## src/rtl/vram_arbiter.sv

```systemverilog
// Glyph RAM arbiter: display reads win, buffered writes commit in vblank.
// Writes drain in order from a small FIFO through the single RAM port.
module vram_arbiter #(
    parameter int ADDR_W      = 11,
    parameter int DATA_W      = 8,
    parameter int FIFO_DEPTH  = 4,
    parameter int VBLANK_ONLY = 1,
    parameter int F_VISIBLE   = 480
) (
    input  logic                          clk,
    input  logic                          sys_rst,
    input  logic [9:0]                    vertPos,
    input  logic                          disp_req,
    input  logic [ADDR_W-1:0]             disp_addr,
    output logic [DATA_W-1:0]             disp_data,
    output logic                          disp_valid,
    input  logic                          wr_valid,
    input  logic [ADDR_W-1:0]             wr_addr,
    input  logic [DATA_W-1:0]             wr_data,
    output logic                          wr_ready,
    output logic                          ram_en,
    output logic                          ram_we,
    output logic [ADDR_W-1:0]             ram_addr,
    output logic [DATA_W-1:0]             ram_wdata,
    input  logic [DATA_W-1:0]             ram_rdata,
    output logic [$clog2(FIFO_DEPTH):0]   pending,
    output logic [7:0]                    frame_cnt,
    output logic                          upd_done
);

    localparam int PW = $clog2(FIFO_DEPTH);
    localparam logic [PW:0] FULL_CNT = (PW+1)'(FIFO_DEPTH);

    typedef enum logic {ACTIVE, BLANK} state_t;

    state_t            state, state_nxt;
    logic              vblank_q;
    logic              blank_entry;
    logic              wgate;
    logic              push;
    logic              full;
    logic              empty;
    logic [PW:0]       count;
    logic [PW-1:0]     rd_ptr, wr_ptr;
    logic [ADDR_W-1:0] fa [FIFO_DEPTH];
    logic [DATA_W-1:0] fd [FIFO_DEPTH];

    assign full     = (count == FULL_CNT);
    assign empty    = (count == '0);
    assign push     = wr_valid && !full;
    assign wr_ready = !full;
    assign pending  = count;
    assign disp_data = ram_rdata;

    // FSM: state register
    always_ff @(posedge clk or posedge sys_rst) begin
        if (sys_rst) begin
            vblank_q <= 1'b0;
            state    <= ACTIVE;
        end else begin
            vblank_q <= (vertPos >= 10'(F_VISIBLE));
            state    <= state_nxt;
        end
    end

    // FSM: next state
    always_comb begin
        state_nxt = state;
        case (state)
            ACTIVE:  if (vblank_q)  state_nxt = BLANK;
            BLANK:   if (!vblank_q) state_nxt = ACTIVE;
            default: state_nxt = ACTIVE;
        endcase
    end

    // FSM: outputs
    always_comb begin
        blank_entry = (state == ACTIVE) && (state_nxt == BLANK);
        wgate = ((state == BLANK) || (VBLANK_ONLY == 0)) &&
                !disp_req && !empty;
    end

    always_comb begin
        ram_en    = 1'b0;
        ram_we    = 1'b0;
        ram_addr  = fa[rd_ptr];
        ram_wdata = fd[rd_ptr];
        if (disp_req) begin
            ram_en   = 1'b1;
            ram_addr = disp_addr;
        end else if (wgate) begin
            ram_en = 1'b1;
            ram_we = 1'b1;
        end
    end

    always_ff @(posedge clk) begin
        if (push) begin
            fa[wr_ptr] <= wr_addr;
            fd[wr_ptr] <= wr_data;
        end
    end

    always_ff @(posedge clk or posedge sys_rst) begin
        if (sys_rst) begin
            rd_ptr <= '0;
            wr_ptr <= '0;
            count  <= '0;
        end else begin
            if (push)  wr_ptr <= wr_ptr + PW'(1);
            if (wgate) rd_ptr <= rd_ptr + PW'(1);
            case ({push, wgate})
                2'b10:   count <= count + (PW+1)'(1);
                2'b01:   count <= count - (PW+1)'(1);
                default: count <= count;
            endcase
        end
    end

    // Pulse only when the last entry leaves during blanking.
    always_ff @(posedge clk or posedge sys_rst) begin
        if (sys_rst) begin
            disp_valid <= 1'b0;
            frame_cnt  <= '0;
            upd_done   <= 1'b0;
        end else begin
            disp_valid <= disp_req;
            if (blank_entry) frame_cnt <= frame_cnt + 8'd1;
            upd_done <= wgate && (state == BLANK) &&
                        (count == (PW+1)'(1)) && !push;
        end
    end

endmodule

```

## config.mk

```make
export PLATFORM = sky130hd
export DESIGN_NAME = vram_arbiter
export DESIGN_NICKNAME = d
export VERILOG_FILES = /design/src/rtl/vram_arbiter.sv
export SDC_FILE = /design/constraint.sdc
export NUM_CORES = 1
export LEC_CHECK = 0
export CAP_MARGIN = 15
export CORE_MARGIN = 2
export CORE_UTILIZATION = 45
export CTS_CLUSTER_DIAMETER = 60
export CTS_CLUSTER_SIZE = 28
export DETAILED_ROUTE_END_ITERATION = 16
export GPL_TIMING_DRIVEN = 0
export PLACE_DENSITY_LB_ADDON = 0.3
export REMOVE_ABC_BUFFERS = 1
export SLEW_MARGIN = 25
export SYNTH_ARGS = -nofsm -noshare
export SYNTH_HDL_FRONTEND = slang
export SYNTH_SLANG_ARGS = --single-unit
export TNS_END_PERCENT = 30
```

## constraint.sdc

```tcl
create_clock -name clk -period 4.45 [get_ports clk]
set_input_delay 0.89 -clock clk [delete_from_list [all_inputs] [get_ports clk]]
set_output_delay 0.89 -clock clk [all_outputs]
set_load 0.01 [all_outputs]
```

* Word-level counts from Yosys, hierarchy flattened *
Memory sizes are Yosys's and may differ from the RTL's.
Cells that the tools add are included.

storage, ports and cells
  register bits = 19
  bits in latches = 0
  memory bits (writable) = 76
  memory bits (read-only) = 0
  memories kept = 2

cells by class
  add/sub/neg operators = 5
  $mul = 0
  div/mod/pow operators = 0
  magnitude comparators = 1
  equal/unequal tests = 4
  shift operators = 0
  mux-type cells = 8
  bitwise gates (word level) = 1
  reduce and logical (&&, ||, !) cells = 13

memory list
  name  depth  width  rd ports  clocked after memory_dff  write ports  RTL line  source
  fa    4      11     1         0                         1            45        logic [ADDR_W-1:0] fa [FIFO_DEPTH];
  fd    4      8      1         0                         1            46        logic [DATA_W-1:0] fd [FIFO_DEPTH];

operators with widths
  cell                                                                 count
  two-way mux 11 bit                                                   1
  greater-or-equal comparator 10 x 9 -> 1 bit (second input constant)  1
  adder 8 x 1 -> 8 bit (second input constant)                         1
  logical AND 1 bit                                                    7
  two-way mux 1 bit                                                    6
  one-hot mux 3 bit (2 select lines)                                   1
  adder 2 x 1 -> 2 bit (second input constant)                         2
  logical NOT 1 bit                                                    4
  adder 3 x 1 -> 3 bit (second input constant)                         1
  == test 3 x 1 -> 1 bit (second input constant)                       1
  == test 3 bit (second input constant)                                1
  logical NOT 3 bit                                                    1
  subtractor 3 x 1 -> 3 bit (second input constant)                    1
  == test 2 x 1 -> 1 bit (second input constant)                       1
  == test 2 bit (second input constant)                                1
  nonzero test 2 bit                                                   1
  inverter 1 bit                                                       1

* Logic depth before layout (Yosys ltp) *
Gate-level depths: netlist (run 1).

  depth after elaboration = 6
  mapped depth = 9
  mapped depth without buffers = 9

* Worst setup path before layout (run 1) *
No wires, ideal clock.

  path type = input port to output port
  start point = input disp_req
  end point = output ram_addr[1]
  arrival = 1.594 ns
  required time = 3.560 ns
  path slack = 1.966 ns
  stages on the path = 2
  path through = buf_1 mux2_2

between the ends
  cells in the longest elaborated chain, start to end = 1

RTL lines
  element             RTL line  source
  from (decl)         13        input logic disp_req,
  two-way mux 11 bit  88        if (disp_req) begin
  to (decl)           23        output logic [ADDR_W-1:0] ram_addr,

Every way passes these cells.

* Final worst setup path (run 1) *
  start point = input disp_req
  end point = output ram_we

between the ends
  cells in the longest elaborated chain, start to end = 5

RTL lines
  element              RTL line  source
  logical NOT 1 bit    80        !disp_req && !empty;
  logical AND 1 bit    79        wgate = ((state == BLANK) || (VBLANK_ONLY == 0)) &&
  logical AND 1 bit    80
  two-way mux 1 bit    91        end else if (wgate) begin
  two-way mux 1 bit *  88
  to (decl)            22        output logic ram_we,

Every way passes the cells marked *; elsewhere a longest branch is shown, timed or not.

==> results.toml, run 1 <==
[status]
outcome = "complete, no violations"

[route]
dr.first_iter.drc_count = 108
vias = 1925
via_per_inst = 5.079
avgRoutedWirePerCell_um = 16.75
first_pass_iters = 4
drt.antenna.violating_nets = 0
postRouteWirelength_mm = 6.350
remaining_drc_errors = 0

[global_routing]
overflow = 0
track_usage = 0.1447
antenna_found_initial = 0
grt_pass1_wl_mm = 10.58
grt_pass1_vias = 2023
grt_max_degree = 22

[worst_setup_path]
start_kind = "input pin"
worstPathRequired_ns = 3.56
slowest_delay_ns = 0.76
critPathCapture = "ram_we"
crit_arrival_ns = 2.72
rrSetupSlack_ns = 2.05
r2r_cells = 4
criticalPathCategory = "input pin to output pin"
r2r-start = "pending[0]"
path_common_cell = "clkdlybuf4s50_1"
crit_family = "buffers and inverters"
path_max_fanout = 15
r2r_end = "fa[1][4]"
cp-end-kind = "output pin"
crit_buf_inv = 3
path_cells = "clkdlybuf4s50_1 -> nand3b_1 -> inv_1 -> clkdlybuf4s50_1"
cp_slowest_cell = "clkdlybuf4s50_1"
cp-startpoint = "disp_req"
cp.depth = 4

[pwr]
ir_drop_uv = 314.2
pwr-share-seq = 0.495
power_frac_comb = 0.324
p_sw_frac = 0.2970
clkPwrFrac = 0.181
p_switching_mw = 0.8135
p_int_mw = 1.925
powerDensity_nw_per_um2 = 569.4
leakage_nw = 1.701

[clocking]
clk_pin_slew_ns = 0.08
tritoncts = "built"
worstSkewPairLatency_ns = 0.35
cts_resized = 0
root_buffer = "clkbuf_8"
holdBufCountCts = 0
htree_levels = 3
postCtsSetupBuffers = 0
numCtsBuffers = 9
clockBufferDepth = 2
cts_sinks = 95

[synthesis]
synth_top_area_share = 0.5909
yosysTopAreaCell = "edfxtp_1"
synth_area_leaders = "edfxtp_1 59%, dfrtp_1 12%, mux4_2 9.9%"
synth-seq-area-share = 0.7140
synthDistinctLibCells = 29
syn_area_per_cell_um2 = 19.51
ys_ff_latch = 95
yosysWarnings = 0
synth_area_um2 = 3862
syn_inst = 198

[floorplanning]
rows = 33
core_area_um2 = 8258
die_w_um = 96.65
fp.dieArea_um2 = 9340
die_h_um = 96.65
initial_core_util = 0.4677
io_pins = 95

[timing]
finalCritPeriodShare = 0.8110
setup_viol = 0
fin_skew_ns = 0.007999
fmax_ghz = 0.2771
hold_violations = 0
period_needed_ns = 3.609
worst_pin_slew_ns = 0.9739
rsz0062_at_grt = "no"
finalSetupTns_ns = 0
whs_ns = 0.4098
slew_headroom = 0.3508
maxSlewViolCount = 0

[layout]
nFillCells = 632
layout.nets = 331
multi_input_area_um2 = 985.9
drive_gt1_frac = 0.1715
antennaDiodeCount = 0
areaGrowthSynthToFinish_pct = 24.52
regArea_um2 = 2759

[min_path]
hold_path_class = "flip-flop to flip-flop"

[place]
place_hpwl_mm = 4.174
io_buffers = 73
place.gp.congestion = 0.7419

[job]
max_cap_violations = 0
-- cell families after synthesis --
| logic type | after synthesis | share of synthesized area |
|---|---|---|
| DFF | 95 | 0.7140 |
| muxes | 32 | 0.1503 |
| and+or+nand+nor | 23 | 0.03531 |
| adders and majority gates | 10 | 0.03239 |
| xor gates and xnor gates | 13 | 0.02948 |
| AOI/OAI and AO/OA | 4 | 0.007128 |
| buffers and inverters | 21 | 0.03142 |
-- how the worst min path moves through the flow --
stage / slack (ns) / cells after the start / start / to
CTS: 0.41 / 0 / vblank_q / state
global placement: 0.38 / 0 / vblank_q / state
floorplan: 0.36 / 0 / vblank_q / state
global route: 0.42 / 0 / vblank_q / state
finish: 0.41 / 0 / vblank_q / state
detailed placement: 0.39 / 0 / vblank_q / state
-- state kept, by name, indices dropped and copies added (netlist names) --
signal and count:
fa 44, fd 32, frame_cnt 8, pending 3, rd_ptr 2, wr_ptr 2, disp_valid 1, state 1
upd_done 1, vblank_q 1
-- cells in the mapped netlist --
master and count:
xnor2_1 11, nand3b_1 1, dfrtp_1 19, ha_1 10, buf_4 9, mux4_1 2
nor2_1 1, mux4_2 17, buf_1 1, mux2_2 12, nor4b_1 1, nand4b_1 1
a21boi_1 1, a41o_1 1, nand2b_1 2, nand2_1 6, and3_1 1, inv_1 8
xor2_1 2, o21ai_0 2, and4b_1 1, buf_6 1, clkbuf_1 1, nand4_1 4
edfxtp_1 76, buf_2 1, mux2i_1 1, and2_1 4, nor2b_1 1
-- stage by stage --
step	instances	power [mW]	setup WS, ns	instance area (um2)	util
after floorplan	185	1.835	1.666	3771	-
after detailed placement	363	2.287	0.8182	4634	0.5612
after CTS	379	2.784	0.8101	4807	0.5821
after global routing	379	2.911	0.6602	4810	0.5824
after global placement	363	2.270	0.8010	4633	0.5611
final	379	2.739	0.8410	4810	0.5824
-- layout by cell type (no fill, tap or decap), types with 2 or more instances in the layout --
master / Yosys / layout
edfxtp_1: 76 / 76
clkdlybuf4s50_1: 0 / 73
dfrtp_1: 19 / 18
mux4_2: 17 / 17
mux2_2: 12 / 12
xnor2_1: 11 / 11
ha_1: 10 / 10
clkbuf_8: 0 / 9
inv_1: 8 / 8
nand2_1: 6 / 6
nand4_1: 4 / 4
nand2b_1: 2 / 2
mux4_1: 2 / 2
and2_1: 4 / 2
and2_2: 0 / 2
o21ai_0: 2 / 2
xor2_1: 2 / 2
inv_6: 0 / 2
clkinv_2: 0 / 2
clkinv_4: 0 / 2
-- layer usage --
layer | vias to the layer above | track usage | share of wire
li1 | 903 | - | -
met1 | 955 | 0.1995 | 0.46
met2 | 59 | 0.2206 | 0.48
met3 | 8 | 0.03685 | 0.046
met4 | 0 | 0.06176 | 0.014
met5 | - | 0 | 0
-- worst reg2reg max path: stages, from the launching register on --
cell,delay (ns)
dfrtp_1,0.43
inv_1,0.08
ha_1,0.24
a21boi_1,0.42
and2_1,0.86
-- power groups by stage --
stage	Combinational [mW]	Clock, mW	Sequential, mW
finish	0.889	0.495	1.36
global route	0.973	0.546	1.39
CTS	0.908	0.511	1.37
detailed placement	0.902	0	1.38
global placement	0.894	0	1.38
floorplan	0.493	0	1.34
-- final cells by class --
cell class / count / area share
well taps: 105 / 0.02732
multi-input cells: 82 / 0.2050
clock buffers: 10 / 0.02653
inverters: 8 / 0.006243
repair buffers: 73 / 0.1519
clock inverters: 6 / 0.009365
flip-flops and latches: 95 / 0.5736
(Power assumes the default switching activity.)
==> run 2: changes to the inputs <==
==> constraint.sdc (replaced) <==
create_clock -name clk -period 3.5 [get_ports clk]
set_input_delay 0.7 -clock clk [delete_from_list [all_inputs] [get_ports clk]]
set_output_delay 0.7 -clock clk [all_outputs]
set_load 0.01 [all_outputs]
==> results of run 2 <==
Same layout as run 1 (identical final DEF). Status: complete, no violations.
Among the figures that moved: setup slack after placement 0.8182 ns -> 0.2482 ns; setup slack after layout 0.8410 ns -> 0.1480 ns; start point of the critical path disp_req -> rd_ptr[0]; end point of the critical path ram_we -> ram_addr[10]; register-to-register setup slack 2.05 ns -> 1.10 ns; total power 2.739 mW -> 3.482 mW; worst IR drop on VDD 314.2 uV -> 399.5 uV
